### src/rtl/fetch_unit.sv
// fetch_unit: instruction fetch front end sitting between instruction memory
// and the decoder.
//
// A free-running fetch pointer issues requests to memory over a valid/ready
// request channel, with up to MAX_OUT requests in flight. Responses come back
// in request order and land in a DEPTH-entry prefetch FIFO. The decoder takes
// instructions from that FIFO over a valid/ready handshake. A redirect flushes
// the FIFO, restarts fetching at a new address, and discards every response
// that is still in flight.
//
// Ports:
//   clk             rising-edge clock
//   _reset          asynchronous active-low reset, released synchronously
//   mem_req_valid   request to memory      mem_req_ready   memory accepts
//   mem_req_addr    fetch address
//   mem_resp_valid  in-order response      mem_resp_data   fetched word
//   instr_valid     head entry valid       instr_ready     decoder consumes
//   instr_data      head instruction       instr_addr      head address
//   redirect_valid  change fetch stream    redirect_addr   new fetch address
//   fifo_count      occupied FIFO entries

// Protocol checker: memory must never answer a request that was never issued.
module fetch_unit_chk #(
    parameter int OUT_W = 2
) (
    input logic             clk,
    input logic             rst_n,
    input logic             resp_valid,
    input logic [OUT_W-1:0] outstanding
);
    a_resp_has_request: assert property (@(posedge clk) disable iff (!rst_n)
        resp_valid |-> (outstanding != {OUT_W{1'b0}}));
endmodule

module fetch_unit #(
    parameter int                ADDR_W   = 32,
    parameter int                INSTR_W  = 32,
    parameter int                DEPTH    = 4,
    parameter int                MAX_OUT  = 2,
    parameter int                STEP     = 1,
    parameter logic [ADDR_W-1:0] RESET_PC = {ADDR_W{1'b0}}
) (
    input  logic                    clk,
    input  logic                    _reset,
    output logic                    mem_req_valid,
    input  logic                    mem_req_ready,
    output logic [ADDR_W-1:0]       mem_req_addr,
    input  logic                    mem_resp_valid,
    input  logic [INSTR_W-1:0]      mem_resp_data,
    output logic                    instr_valid,
    input  logic                    instr_ready,
    output logic [INSTR_W-1:0]      instr_data,
    output logic [ADDR_W-1:0]       instr_addr,
    input  logic                    redirect_valid,
    input  logic [ADDR_W-1:0]       redirect_addr,
    output logic [$clog2(DEPTH):0]  fifo_count
);
    localparam int PTR_W = $clog2(DEPTH);
    localparam int CNT_W = PTR_W + 1;
    localparam int OUT_W = $clog2(MAX_OUT) + 1;
    localparam int SUM_W = ((CNT_W > OUT_W) ? CNT_W : OUT_W) + 1;
    localparam logic [ADDR_W-1:0] STEP_A = ADDR_W'(STEP);

    logic [ADDR_W-1:0]  r_pc;
    logic [ADDR_W-1:0]  r_resp_pc;
    logic [INSTR_W-1:0] r_data_mem [DEPTH];
    logic [ADDR_W-1:0]  r_addr_mem [DEPTH];
    logic [PTR_W-1:0]   r_wr_ptr;
    logic [PTR_W-1:0]   r_rd_ptr;
    logic [CNT_W-1:0]   r_count;
    logic [OUT_W-1:0]   r_outstanding;
    logic [OUT_W-1:0]   r_drop_cnt;

    logic               w_req_fire;
    logic               w_pop;
    logic               w_resp_ok;
    logic               w_push;
    logic [SUM_W-1:0]   w_inflight;
    logic [OUT_W-1:0]   w_out_after_resp;
    logic [OUT_W-1:0]   w_out_next;
    logic [CNT_W-1:0]   w_count_next;

    // Handshakes, credit check and the decoder-facing head entry.
    always_comb begin
        // Counting FIFO entries plus in-flight requests guarantees every
        // response finds a free slot, so memory never needs backpressure.
        w_inflight    = SUM_W'(r_count) + SUM_W'(r_outstanding);
        mem_req_valid = _reset && !redirect_valid
                        && (r_outstanding < OUT_W'(MAX_OUT))
                        && (w_inflight < SUM_W'(DEPTH));
        mem_req_addr  = r_pc;
        w_req_fire    = mem_req_valid && mem_req_ready;

        instr_valid   = (r_count != {CNT_W{1'b0}}) && !redirect_valid;
        w_pop         = instr_valid && instr_ready;
        if (r_count != {CNT_W{1'b0}}) begin
            instr_data = r_data_mem[r_rd_ptr];
            instr_addr = r_addr_mem[r_rd_ptr];
        end else begin
            instr_data = {INSTR_W{1'b0}};
            instr_addr = {ADDR_W{1'b0}};
        end

        // A response with nothing outstanding is a memory protocol error and
        // is ignored entirely.
        w_resp_ok        = mem_resp_valid && (r_outstanding != {OUT_W{1'b0}});
        w_push           = w_resp_ok && !redirect_valid && (r_drop_cnt == {OUT_W{1'b0}});
        w_out_after_resp = r_outstanding - OUT_W'(w_resp_ok);
        w_out_next       = w_out_after_resp + OUT_W'(w_req_fire);
        w_count_next     = r_count + CNT_W'(w_push) - CNT_W'(w_pop);
        fifo_count       = r_count;
    end

    // Fetch pointer and the address tag given to the next accepted response.
    always_ff @(posedge clk or negedge _reset) begin
        if (!_reset) begin
            r_pc      <= RESET_PC;
            r_resp_pc <= RESET_PC;
        end else if (redirect_valid) begin
            r_pc      <= redirect_addr;
            r_resp_pc <= redirect_addr;
        end else begin
            if (w_req_fire) begin
                r_pc <= r_pc + STEP_A;
            end
            if (w_push) begin
                r_resp_pc <= r_resp_pc + STEP_A;
            end
        end
    end

    // In-flight request count and the number of stale responses to discard.
    always_ff @(posedge clk or negedge _reset) begin
        if (!_reset) begin
            r_outstanding <= {OUT_W{1'b0}};
            r_drop_cnt    <= {OUT_W{1'b0}};
        end else begin
            r_outstanding <= w_out_next;
            if (redirect_valid) begin
                // Everything still in flight after this edge belongs to the
                // old stream.
                r_drop_cnt <= w_out_after_resp;
            end else if (w_resp_ok && (r_drop_cnt != {OUT_W{1'b0}})) begin
                r_drop_cnt <= r_drop_cnt - {{(OUT_W-1){1'b0}}, 1'b1};
            end
        end
    end

    // Prefetch FIFO pointers and occupancy; a redirect empties it.
    always_ff @(posedge clk or negedge _reset) begin
        if (!_reset) begin
            r_wr_ptr <= {PTR_W{1'b0}};
            r_rd_ptr <= {PTR_W{1'b0}};
            r_count  <= {CNT_W{1'b0}};
        end else if (redirect_valid) begin
            r_wr_ptr <= {PTR_W{1'b0}};
            r_rd_ptr <= {PTR_W{1'b0}};
            r_count  <= {CNT_W{1'b0}};
        end else begin
            if (w_push) begin
                r_wr_ptr <= r_wr_ptr + {{(PTR_W-1){1'b0}}, 1'b1};
            end
            if (w_pop) begin
                r_rd_ptr <= r_rd_ptr + {{(PTR_W-1){1'b0}}, 1'b1};
            end
            r_count <= w_count_next;
        end
    end

    // FIFO storage; contents are only visible while counted as occupied.
    always_ff @(posedge clk) begin
        if (w_push) begin
            r_data_mem[r_wr_ptr] <= mem_resp_data;
            r_addr_mem[r_wr_ptr] <= r_resp_pc;
        end
    end

    fetch_unit_chk #(.OUT_W(OUT_W)) u_chk (
        .clk         (clk),
        .rst_n       (_reset),
        .resp_valid  (mem_resp_valid),
        .outstanding (r_outstanding)
    );
endmodule

### config.mk
export PLATFORM = sky130hd
export DESIGN_NAME = fetch_unit
export DESIGN_NICKNAME = d
export VERILOG_FILES = /design/src/rtl/fetch_unit.sv
export SDC_FILE = /design/constraint.sdc
export NUM_CORES = 1
export LEC_CHECK = 0
export BUFFER_PORTS_ARGS = -buffer_cell sky130_fd_sc_hd__buf_4
export CAP_MARGIN = 40
export CORE_MARGIN = 2
export CORE_UTILIZATION = 58
export CTS_CLUSTER_DIAMETER = 100
export DETAILED_ROUTE_END_ITERATION = 8
export HOLD_SLACK_MARGIN = 0.1
export PLACE_DENSITY = 0.8
export SYNTH_ARGS = -nofsm -noshare
export SYNTH_HDL_FRONTEND = slang
export SYNTH_HIERARCHICAL = 1
export SYNTH_SLANG_ARGS = --single-unit
### constraint.sdc
create_clock -name clk -period 4 [get_ports clk]
set_input_delay 0.8 -clock clk [delete_from_list [all_inputs] [get_ports clk]]
set_output_delay 0.8 -clock clk [all_outputs]
set_load 0.02 [all_outputs]
==> impl_summary.md, run 1 <==
Outcome
The flow ran to the end, and the final reports show no timing, DRC or antenna violations.

Worst setup path
For flop-to-flop paths, the worst setup slack is ~1.2 ns. The endpoint of the most critical register-to-register path is fifo_count[2]. In this run the worst path has a maximum fanout of 31. On the critical path, the stage with the largest delay is an instance of sky130_fd_sc_hd__dfrtp_4. The depth of the worst register-to-register path is 13.

The startpoint class of the critical path is a register. The required time reported for the critical path endpoint is around 3.2 ns. The arrival time at the worst endpoint is 2.52 ns. In this run the worst setup path terminates at instr_addr[8]. The worst register-to-register path begins at r_drop_cnt[0].

Traced cell by cell, the critical path runs through buf_12 > mux4_2 > and2_1 > buf_4. The worst stage delay on the critical path is 0.84 ns. The worst setup path is of the reg -> out kind. The critical path starts at r_rd_ptr[0].

The endpoint type of the worst setup path is a primary output.

Logic synthesis
In the synthesized netlist the async set-or-reset flop fraction comes to 22.7%. The number of flops mapped to enable cells by yosys is 256. The mapped netlist covers roughly 14000 µm². The sequential element share of the synthesized area is 68.2%. The fraction of synthesized cell area in xor and xnor cells is 2.81%. Synthesis instantiated 57 different standard cells from the library.

In this run the mean area of a mapped cell was 16.1 µm². For this run, the leading register cell type out of synthesis is sky130_fd_sc_hd__edfxtp_1. The arithmetic-cell share of the synthesized area counting full adders, half adders and majority gates is 1.21%. The portion of synthesized area spent on multiplexers is 11.3%. The synthesized netlist devotes roughly a tenth of its cell area to simple gates.

Counting every instance in the synthesized netlist gives 869. By area, the combinational part of the netlist is dominated by multiplexers. Yosys printed 6 warnings.

Synthesis produced a netlist with a net count of 952. The register bit count reported by yosys is 331. The share of the synthesized area in compound gates (AO/OA/AOI/OAI) is 3.78%.

Global route
The total overflow reported by the global router is 0. The initial antenna violation count is 0. The via count of the first global-routing pass is 8548. The global-route wire length before repair is 46700 µm.

For this run, the total global-route usage over all layers was measured as 23.4%. Entering global routing, the biggest net connects 67 pins.

Die
The floorplan has between 50 and 60 rows. The total die area is ~25000 µm². The floorplan step defined a core boundary enclosing 23600 µm². Once the floorplan was initialized, standard cells occupied 59.4% of the core. In this run the vertical extent of the chip is 159 µm.

The floorplan step set the die width to approximately 160 µm. The boundary pin count is 171.

Finish
The fraction of final layout cells sized beyond drive strength 1 is about 31%. Relative to the synthesized area, the layout overhead comes to 20.0%. The antenna diode count is 0. The final net count is 1134. The filler cells instantiated in the layout total 1495.

Clocking
The clock latency reported for the late side of the worst-skew pair is about 0.51 ns. The clock buffer count from CTS is 34. The number of hold buffers added after CTS was 0. The clock passes through at most 3 buffers. The number of setup buffers added after CTS is 0. The clock tree synthesis step divided the H-tree into 2 levels. The CTS root buffer is sky130_fd_sc_hd__clkbuf_16. The post-cts sizing count is 0. The TritonCTS clock tree is done.

The number of sinks driven by the clock tree is 331. The clock transition at the register clock pins on the worst setup and hold paths after CTS is 0.06 ns.

Pwr
The analysis attributes to cell leakage a power of 6.12 nW. The maximum vdd ir drop is 0.000382 V. The power density of the placed cells is 598 nW/µm². The overall power consumption is roughly 10 mW.

Place
The post-placement setup slack is between 0.9 and 1 ns. The final weighted congestion of routability-driven global placement is 0.874. The detailed placer's ending HPWL is 18400 µm. In this run the tool buffered the top-level ports with between 150 and 200 buffer cells.

STA
Static timing analysis puts the maximum clock frequency at roughly 0.3 GHz. For the pin with the worst max-slew slack, the measured transition is 0.887 ns. The smallest clock period supported by the final layout is computed as 3.32 ns. Setup total negative slack on the finished layout was measured at 0 ns. The setup-violating endpoint count in the final report is 0. Setup repair after global routing left no endpoint under its margin. The final number of max-transition violations is 0. The hold violation total from the final report came to 0. The final worst-path cycle share is 83.1%. The post-route worst setup slack is 0.677 ns.

The post-route clock skew is 0.0138 ns. The worst max-slew margin expressed relative to the limit is 40.9%.

Route
The iteration-0 DRC count of the detailed router is 729. The mean routed wirelength per cell is 20.9 µm. In this run the remaining antenna-violating nets after routing total 0. The final wirelength is 29100 µm. The number of search-and-repair iterations in the first detailed-routing pass is 5. The overall via count from detail_route is 8230.

For this run, design rule violations remaining after detail routing come to 0. Dividing the detail-routed via count by the number of cells gives around 6.

Min path
The path class of the tightest hold or removal check is in -> async.

Flow run
The number of max-cap violations is 0.
==> worst min path at each step <==
stage                           from          endpoint  slack (ns)  depth (start not counted)
floorplan                     _reset     fifo_count[0]        0.50                          0
global placement    mem_req_addr[20]  mem_req_addr[20]        0.54                          1
detailed placement  mem_req_addr[31]  mem_req_addr[31]        0.55                          1
CTS                           _reset     r_resp_pc[11]        0.39                          2
global route                  _reset   mem_req_addr[3]        0.41                          2
finish                        _reset   mem_req_addr[3]        0.38                          2
==> cell type report <==
cell class              instances  area (µm²)  area share [%]
inverters                      23        86.3           0.514
repair buffers                189        1520            9.03
clock buffers                  43         906            5.39
clock inverters                16         156           0.930
multi-input cells             472        4180            24.8
well taps                     319         399            2.37
flip-flops and latches        331        9570            56.9
==> state kept, by name, indices dropped and copies added (netlist names) <==
name / cells
r_outstanding: 2
r_data_mem: 128
mem_req_addr: 32
r_drop_cnt: 2
r_rd_ptr: 2
r_wr_ptr: 2
r_addr_mem: 128
r_resp_pc: 32
fifo_count: 3
==> cell families (layout without fill, tap and decap cells) <==
kind of cell / after synthesis / after routing
and+or+nand+nor: 255 / 255
AOI/OAI and AO/OA: 82 / 82
buffers and inverters: 66 / 271
adders and majority gates: 13 / 13
xor gates and xnor gates: 45 / 45
muxes: 77 / 77
DFF: 331 / 331
==> cells in the mapped netlist (3+ instances only) <==
cell type | count | area share [%]
sky130_fd_sc_hd__o311ai_0 | 9 | 0.56
sky130_fd_sc_hd__and2_1 | 71 | 3.2
sky130_fd_sc_hd__clkbuf_1 | 24 | 0.64
sky130_fd_sc_hd__edfxtp_1 | 256 | 55
sky130_fd_sc_hd__ha_1 | 12 | 1.1
sky130_fd_sc_hd__a31oi_1 | 6 | 0.27
sky130_fd_sc_hd__buf_1 | 6 | 0.16
sky130_fd_sc_hd__o21ai_0 | 29 | 1.0
sky130_fd_sc_hd__or3_1 | 3 | 0.13
sky130_fd_sc_hd__and3_1 | 10 | 0.45
sky130_fd_sc_hd__o211ai_1 | 10 | 0.54
sky130_fd_sc_hd__xnor2_1 | 35 | 2.2
sky130_fd_sc_hd__nand3_1 | 31 | 1.1
sky130_fd_sc_hd__a41oi_1 | 3 | 0.19
sky130_fd_sc_hd__nand4_2 | 3 | 0.27
sky130_fd_sc_hd__buf_2 | 9 | 0.32
sky130_fd_sc_hd__nor3_1 | 8 | 0.29
sky130_fd_sc_hd__nor2_1 | 29 | 0.78
sky130_fd_sc_hd__nor4_1 | 7 | 0.31
sky130_fd_sc_hd__o21ai_1 | 7 | 0.25
sky130_fd_sc_hd__nand2_1 | 56 | 1.5
sky130_fd_sc_hd__inv_1 | 23 | 0.62
sky130_fd_sc_hd__nand4_1 | 8 | 0.36
sky130_fd_sc_hd__mux2_2 | 12 | 0.96
sky130_fd_sc_hd__xor2_1 | 10 | 0.62
sky130_fd_sc_hd__dfrtp_1 | 75 | 13
sky130_fd_sc_hd__mux4_2 | 64 | 10
sky130_fd_sc_hd__a21oi_1 | 6 | 0.21
sky130_fd_sc_hd__nor4_4 | 5 | 0.76
sky130_fd_sc_hd__and4_1 | 3 | 0.19
sky130_fd_sc_hd__nand2b_1 | 3 | 0.13
==> where the power goes <==
part | internal, mW | total, mW | leakage (nW) | switching, mW
Combinational | 1.32 | 2.81 | 2.39 | 1.49
Clock | 1.80 | 3.05 | 0.521 | 1.25
Sequential | 3.91 | 4.19 | 3.21 | 0.279
Total | 7.03 | 10.0 | 6.12 | 3.02
==> per-layer routing <==
metal	GRT usage (%)	routed length, µm	part of all wire, %
met5	0	0	0
met4	4.63	301	1.0
met3	4.64	2220	7.6
met2	38.3	14300	49
met1	33.3	12300	42
==> layout by cell type (no fill, tap or decap), types with 5 or more instances in the layout <==
master,n
sky130_fd_sc_hd__buf_12,8
sky130_fd_sc_hd__dfrtp_1,73
sky130_fd_sc_hd__o211ai_1,10
sky130_fd_sc_hd__a21oi_1,6
sky130_fd_sc_hd__and3_1,10
sky130_fd_sc_hd__nand4_1,8
sky130_fd_sc_hd__mux2_2,12
sky130_fd_sc_hd__edfxtp_1,256
sky130_fd_sc_hd__nand2_1,56
sky130_fd_sc_hd__buf_4,181
sky130_fd_sc_hd__xor2_1,10
sky130_fd_sc_hd__clkbuf_1,8
sky130_fd_sc_hd__inv_1,23
sky130_fd_sc_hd__o21ai_1,7
sky130_fd_sc_hd__nor3_1,8
sky130_fd_sc_hd__a31oi_1,6
sky130_fd_sc_hd__ha_1,12
sky130_fd_sc_hd__nor2_1,29
sky130_fd_sc_hd__nor4_1,7
sky130_fd_sc_hd__o311ai_0,9
sky130_fd_sc_hd__o21ai_0,29
sky130_fd_sc_hd__clkinv_2,7
sky130_fd_sc_hd__clkbuf_16,35
sky130_fd_sc_hd__and2_1,67
sky130_fd_sc_hd__xnor2_1,35
sky130_fd_sc_hd__nand3_1,31
sky130_fd_sc_hd__nor4_4,5
sky130_fd_sc_hd__mux4_2,64
==> metrics by stage <==
step / hold WS [ns] / util (%) / instance area, µm² / std cells
2_1_floorplan: 0.495 / - / 14000 / 869
3_3_place_gp: 0.536 / 66.6 / 15700 / 1333
3_5_place_dp: 0.549 / 66.7 / 15800 / 1334
4_1_cts: 0.387 / 71.2 / 16800 / 1393
5_1_grt: 0.412 / 71.2 / 16800 / 1393
6_report: 0.381 / 71.2 / 16800 / 1393
==> critical path: cells and delay by family (launching register included) <==
kind / cells / cell delay, ns
flops: 1 / 0.84
mux: 1 / 0.52
buf+inv: 2 / 0.44
simple gates: 1 / 0.21
(Power assumes the default switching activity.)
==> run 2: changes to the inputs <==
==> constraint.sdc (replaced) <==
create_clock -name clk -period 3.4 [get_ports clk]
set_input_delay 0.68 -clock clk [delete_from_list [all_inputs] [get_ports clk]]
set_output_delay 0.68 -clock clk [all_outputs]
set_load 0.02 [all_outputs]
==> run 2 against run 1 <==
Effect of this change:
- via count is essentially flat
- largest power group unchanged
- sequential share of layout area decreased by 0.48 points
- design area up 0.86%
- global-route usage is 0.53 points lower
- first-iteration DRC count shrank 7.7%
- critical path depth unchanged
- highest routed layer unchanged
- sequential power is 16% higher
- non-clock buffer count is the same
- critical path type unchanged
- total power increased by 20%
- wire length is 2.4% lower
==> impl_summary.md, run 2 (synthesized netlist as in run 1, its figures left out) <==
Outcome
The flow ran to the end, and the final reports show no timing, DRC or antenna violations.

Finish
In the layout the commonest cells are sky130_fd_sc_hd__edfxtp_1, sky130_fd_sc_hd__buf_4, sky130_fd_sc_hd__dfrtp_1. The antenna diode count is 0 (unchanged). The fraction of final layout cells sized beyond drive strength 1 is 31.5% (+0.19 points).

The total of fill cells in the finished design is 1510 (+1.0%). The library cell used most frequently in the layout, excluding fill and tap cells, is sky130_fd_sc_hd__edfxtp_1. The final net count came to 1134 (unchanged). The area added between synthesis and finish is 21.0%. The largest registers in the layout are r_addr_mem: 128 flops, r_data_mem: 128 flops.

STA
The post-route clock skew is 0.0155 ns (+0.00166 ns). The transition time at the pin with the least slew margin came to 0.912 ns (+0.0252 ns). The final number of max-transition violations was 0 (unchanged). The hold violation total from the final report is 0 (unchanged).

The total negative slack is 0 ns (unchanged). The post-route worst setup slack was 0.456 ns (-0.222 ns). The setup-violating endpoint count in the final report is 0 (unchanged). Based on the critical path, the design can be clocked at up to ~0.34 GHz. Setup repair after global routing left no endpoint under its margin. The worst max-slew margin expressed relative to the limit is 39.2% (-1.7 points). The final critical path time including I/O delays and setup is 2.94 ns.

In the finished design, the share of the clock period the worst path needs comes to 86.6%.

Clocking
The number of setup buffers added after CTS was 0 (unchanged). The number of sinks driven by the clock tree is 331 (unchanged). The post-cts sizing count was 0 (unchanged).

The clock transition at the register clock pins on the worst setup and hold paths after CTS is 0.06 ns (about the same). The clock latency reported for the late side of the worst-skew pair was 0.50 ns (about the same). The H-tree level count is 2 (unchanged).

The CTS root buffer is sky130_fd_sc_hd__clkbuf_16. The buffer depth of the longest clock path is 3 (unchanged). The number of hold buffers added after cts came to 0 (unchanged). The TritonCTS clock tree is done.

The clock buffer count from CTS was 34 (unchanged).

Die
The placeable core area is 23600 µm² (unchanged). The total die area came to 25400 µm² (unchanged). The boundary pin count is 171 (unchanged).

The initial cell density of the core came to 59.4% (unchanged). The die extent in x is 159 µm (unchanged). The number of cell rows is 56 (unchanged). The die height is 159 µm (unchanged).

Worst setup path
The highest fanout seen on the critical path is 23 (-26%). The worst setup path is of the reg -> out kind. The required time reported for the critical path endpoint came to 2.72 ns (-0.48 ns).

The startpoint class of the critical path is a register. The register-to-register setup slack is 0.67 ns (-0.57 ns). The arrival time at the worst endpoint was 2.26 ns (-0.26 ns).

The depth of the worst register-to-register path came to 13 (unchanged). The endpoint type of the worst setup path is a primary output. The endpoint of the most critical register-to-register path is fifo_count[2]. In this run the critical register-to-register path is launched from r_drop_cnt[0].

Pwr
The maximum vdd ir drop is 0.000429 V (+12%). The power density of the placed cells is 711 nW/µm² (+19%). The static leakage was 6.19 nW (+1.1%).

Route
The number of search-and-repair iterations in the first detailed-routing pass is 5 (unchanged). The number of routed nets with antenna violations is 0 (unchanged). The overall via count from detail_route is 8229 (-0.012%). The mean routed wirelength per cell was 20.3 µm (-2.6%). The post-detailed-route via-to-cell ratio is 5.89 (-0.23%). The iteration-0 DRC count of the detailed router was 673 (-7.7%). The final wirelength was 28400 µm (-2.4%). The DRC violation count after routing is 0 (unchanged).

Flow run
The number of max-cap violations is 0 (unchanged).

Global route
The total overflow reported by the global router is 0 (unchanged). The overall routing resource usage was 22.8% (-0.53 points). The initial antenna violation count is 0 (unchanged). The via count of the first global-routing pass is 8442 (-1.2%). The maximum number of pins on one net before global-route repair is 67 (unchanged). The global-route wire length before repair was 45700 µm (-2.1%).

Place
The number of I/O port buffers is 170 (unchanged). The post-placement setup slack is 0.482 ns (-0.444 ns). The detailed placer's ending HPWL is 17600 µm (-4.3%). The final weighted congestion of routability-driven global placement is 0.871 (-0.39%).

Min path
The worst hold-check path type is in -> async.
run 2: critical path, stage by stage, from the launching register on:
cell and delay, ns:
sky130_fd_sc_hd__dfrtp_2 0.76, sky130_fd_sc_hd__buf_4 0.33, sky130_fd_sc_hd__mux4_2 0.31, sky130_fd_sc_hd__and2_1 0.20, sky130_fd_sc_hd__buf_4 0.16
run 2: power by group:
part / total [mW] / switching [mW] / internal [mW]
clock: 3.83 / 1.45 / 2.38
sequential: 4.85 / 0.243 / 4.60
combinational: 3.38 / 1.83 / 1.55
total: 12.1 / 3.52 / 8.54
run 2: layout make-up:
type | instances | area (µm²) | share of cell area [%]
clock buffers | 50 | 1020 | 5.99
clock inverters | 12 | 158 | 0.930
inverters | 23 | 86.3 | 0.509
multi-input cells | 472 | 4180 | 24.6
flip-flops and latches | 331 | 9570 | 56.4
well taps | 319 | 399 | 2.35
repair buffers | 189 | 1550 | 9.15
run 2: layer usage:
| metal | part of all wire [%] | vias to the layer above | wire (µm) | track usage, % |
|---|---|---|---|---|
| li1 | - | 3698 | - | - |
| met1 | 43 | 4147 | 12200 | 33.0 |
| met2 | 48 | 350 | 13800 | 37.5 |
| met3 | 7.3 | 34 | 2070 | 3.67 |
| met4 | 1.3 | 0 | 367 | 4.67 |
| met5 | 0 | - | 0 | 0 |
run 2: through the flow:
stage	total power [mW]	utilization, %	hold WS, ns	instance area [µm²]	instances
6_report	12.1	71.8	0.142	17000	1396
5_1_grt	12.6	71.8	0.145	17000	1396
4_1_cts	12.2	71.8	0.133	17000	1396
3_5_place_dp	8.33	66.8	0.552	15800	1334
3_3_place_gp	8.27	66.7	0.531	15800	1333
2_1_floorplan	6.97	-	0.384	14000	869
run 2: worst max-delay path by stage:
stage               slack (ns)      startpoint                to
floorplan                 0.16  redirect_valid  r_addr_mem[0][0]
global placement          0.59  mem_resp_valid     fifo_count[2]
detailed placement        0.48  mem_resp_valid     fifo_count[2]
CTS                       0.39     r_rd_ptr[1]    instr_addr[10]
global route              0.36     r_rd_ptr[1]     instr_addr[8]
finish                    0.46     r_rd_ptr[1]     instr_addr[9]
==> run 3: changes to the inputs <==
--- a/config.mk
+++ b/config.mk
@@ -12,7 +12,7 @@
 export CTS_CLUSTER_DIAMETER = 100
 export DETAILED_ROUTE_END_ITERATION = 8
 export HOLD_SLACK_MARGIN = 0.1
-export PLACE_DENSITY = 0.8
+export PLACE_DENSITY = 0.79
 export SYNTH_ARGS = -nofsm -noshare
 export SYNTH_HDL_FRONTEND = slang
 export SYNTH_HIERARCHICAL = 1
==> run 3 against run 2 <==
Effect of this change:
- sequential share of layout area increased by 0.45 points
- setup slack worse by 0.20 ns
- design area fell by 0.78%
- wire length fell by 0.87%
- critical path depth unchanged
- final cell count decreased by 0.14%
- sequential power increased by 1%
- largest cell class unchanged
- utilization is 0.56 points lower
==> impl_summary.md, run 3 (synthesized netlist as in run 1, its figures left out) <==
Route
The final wirelength is 28100 µm (-0.87%). The mean routed wirelength per cell came to 20.2 µm (-0.73%). The iteration-0 DRC count of the detailed router is 693 (+3.0%).

The overall via count from detail_route came to 8139 (-1.1%). The number of search-and-repair iterations in the first detailed-routing pass came to 5 (unchanged). The DRC violation count after routing is 0 (unchanged).

The number of routed nets with antenna violations came to 0 (unchanged). The post-detailed-route via-to-cell ratio was 5.84 (-0.95%).

Clocking
The TritonCTS clock tree is done. The post-cts sizing count is 0 (unchanged). The number of sinks driven by the clock tree is 331 (unchanged). The number of setup buffers added after CTS is 0 (unchanged). The clock buffer count from CTS is 34 (unchanged). The number of hold buffers added after cts came to 0 (unchanged). The clock transition at the register clock pins on the worst setup and hold paths after CTS is 0.06 ns (about the same). The tree is rooted in a sky130_fd_sc_hd__clkbuf_16. The buffer depth of the longest clock path is 3 (unchanged). The H-tree level count came to 2 (unchanged). The clock latency reported for the late side of the worst-skew pair came to 0.50 ns (about the same).

Finish
The antenna diode count came to 0 (unchanged). The final core area utilization was 71.2% (-0.56 points). The final net count is 1134 (unchanged). The area added between synthesis and finish is 20.0%. The most common cell after layout, fill and taps aside is sky130_fd_sc_hd__edfxtp_1. The fraction of final layout cells sized beyond drive strength 1 was 31.1% (-0.41 points). In the final layout, the registers with the most flip-flops are r_addr_mem: 128 flops, r_data_mem: 128 flops. In the layout the commonest cells are sky130_fd_sc_hd__edfxtp_1, sky130_fd_sc_hd__buf_4, sky130_fd_sc_hd__dfrtp_1.

STA
The final critical path time including I/O delays and setup came to 3.14 ns (+0.199 ns). The transition time at the pin with the least slew margin was 0.689 ns (-0.224 ns). The total negative slack is 0 ns (unchanged).

Setup repair after global routing left no endpoint under its margin. The worst max-slew margin expressed relative to the limit came to 53.9% (+15 points). The setup-violating endpoint count in the final report is 0 (unchanged). The final number of max-transition violations is 0 (unchanged). The hold violation total from the final report was 0 (unchanged). The maximum clock frequency is 0.318 GHz (-6.3%).

The post-route clock skew is 0.0125 ns (-0.00301 ns). The final worst-path cycle share is 92.5% (+5.9 points).

Pwr
The power density of the placed cells is 698 nW/µm² (-1.8%). The static leakage is 6.12 nW (-1.1%). The clock network power share is 29.9% (-1.9 points). The relative contribution of combinational cells to total power is 28.3% (+0.3 points). The design internal power came to 8.24 mW (-3.5%). The switching component of the power is 3.50 mW (-0.50%).

The maximum vdd ir drop is 0.000433 V (+1.0%). The fraction of power consumed by sequential logic is 41.8% (+1.6 points). The proportion of total power due to net switching is 29.8% (+0.63 points).

Die
The die height is 159 µm (unchanged). The die extent in x is 159 µm (unchanged). The boundary pin count is 171 (unchanged). The placeable core area was 23600 µm² (unchanged). The total die area is 25400 µm² (unchanged). The initial cell density of the core is 59.4% (unchanged). The number of cell rows was 56 (unchanged).

Worst setup path
The depth of the worst register-to-register path is 13 (unchanged). The dominant cell type by count on the critical path is sky130_fd_sc_hd__buf_4. The combined buffer and inverter count along the critical path is 2 (unchanged). The startpoint class of the critical path is a register.

The slowest stage of the critical path is the sky130_fd_sc_hd__dfrtp_4 cell. The source of the critical timing path is r_rd_ptr[0]. The worst stage delay on the critical path is 0.76 ns (about the same). The arrival time at the worst endpoint was 2.46 ns (+0.20 ns). By startpoint and endpoint, the worst setup path is classified as reg -> out.

The signal on the critical path passes through buf_4 > mux4_2 > and2_1 > buf_4. The critical path capture point is instr_data[20]. The family with the most delay on the worst path is flip-flops. STA classifies the critical path endpoint as a primary output.

The highest fanout seen on the critical path is 23 (unchanged). The register-to-register setup slack is 0.71 ns (+0.04 ns). The required time reported for the critical path endpoint is 2.72 ns (about the same). The worst register-to-register path ends at fifo_count[2].

The logic depth of the worst path, buffers included is 4 (unchanged). The launching point of the worst reg2reg path is r_drop_cnt[0].

Global route
The initial antenna violation count is 0 (unchanged). The maximum number of pins on one net before global-route repair is 67 (unchanged). The met1 layer usage reported by global route is 32.9% (-0.10 points). The via count of the first global-routing pass is 8340 (-1.2%). The global-route wire length before repair is 45300 µm (-0.89%). The met2 layer usage reported by global route is 36.0% (-1.5 points). The met3 track demand over resource in global routing is 4.51% (+0.83 points). The total overflow reported by the global router is 0 (unchanged). The layer flagged by global routing as most heavily used is met2. The overall routing resource usage came to 22.7% (-0.17 points).

Place
The detailed placer's ending HPWL is 16900 µm (-3.6%). The final weighted congestion of routability-driven global placement is 0.836 (-4.0%). The number of I/O port buffers is 170 (unchanged).

Outcome
The run finished with clean final reports.

Min path
The tightest min-delay check is of the in -> async type.

Flow run
The number of max-cap violations is 0 (unchanged).
[run 3: per-stage QoR]
| step | total power, mW | cell area, µm² | cells | setup slack [ns] | hold WS, ns |
|---|---|---|---|---|---|
| global route | 12.3 | 16800 | 1394 | 0.110 | 0.122 |
| global placement | 8.29 | 15700 | 1331 | 0.612 | 0.529 |
| floorplan | 6.97 | 14000 | 869 | 0.161 | 0.384 |
| finish | 11.7 | 16800 | 1394 | 0.257 | 0.133 |
| CTS | 11.9 | 16800 | 1394 | 0.188 | 0.115 |
| detailed placement | 8.35 | 15800 | 1334 | 0.519 | 0.529 |
[run 3: area by class of cell]
| cell class | instances | area, µm² |
|---|---|---|
| Clock buffer | 48 | 977 |
| Clock inverter | 12 | 81.3 |
| Fill cell | 1527 | 6790 |
| Inverter | 23 | 86.3 |
| Multi-Input combinational cell | 472 | 4180 |
| Sequential cell | 331 | 9570 |
| Tap cell | 319 | 399 |
| Timing Repair Buffer | 189 | 1530 |
[run 3: how the worst min path moves through the flow]
stage | startpoint | endpoint | slack (ns) | cells after the start
final | _reset | mem_req_addr[1] | 0.13 | 2
after global routing | _reset | r_resp_pc[3] | 0.12 | 2
after CTS | _reset | mem_req_addr[3] | 0.12 | 2
after detailed placement | mem_req_addr[20] | mem_req_addr[20] | 0.53 | 1
after global placement | mem_req_addr[20] | mem_req_addr[20] | 0.53 | 1
after floorplan | _reset | fifo_count[0] | 0.38 | 0
[run 3: layer usage]
layer / part of all wire [%] / vias to the layer above / wire length, µm
met1: 43 / 4065 / 12200
met5: 0 / - / 0
met2: 47 / 350 / 13300
met3: 7.6 / 36 / 2150
li1: - / 3688 / -
met4: 1.6 / 0 / 447
[run 3: power groups by stage]
stage	registers [mW]	clock network, mW	logic, mW
detailed placement	4.98	0	3.36
CTS	4.91	3.59	3.37
global route	4.95	3.75	3.58
floorplan	4.91	0	2.07
global placement	4.97	0	3.33
finish	4.90	3.52	3.32
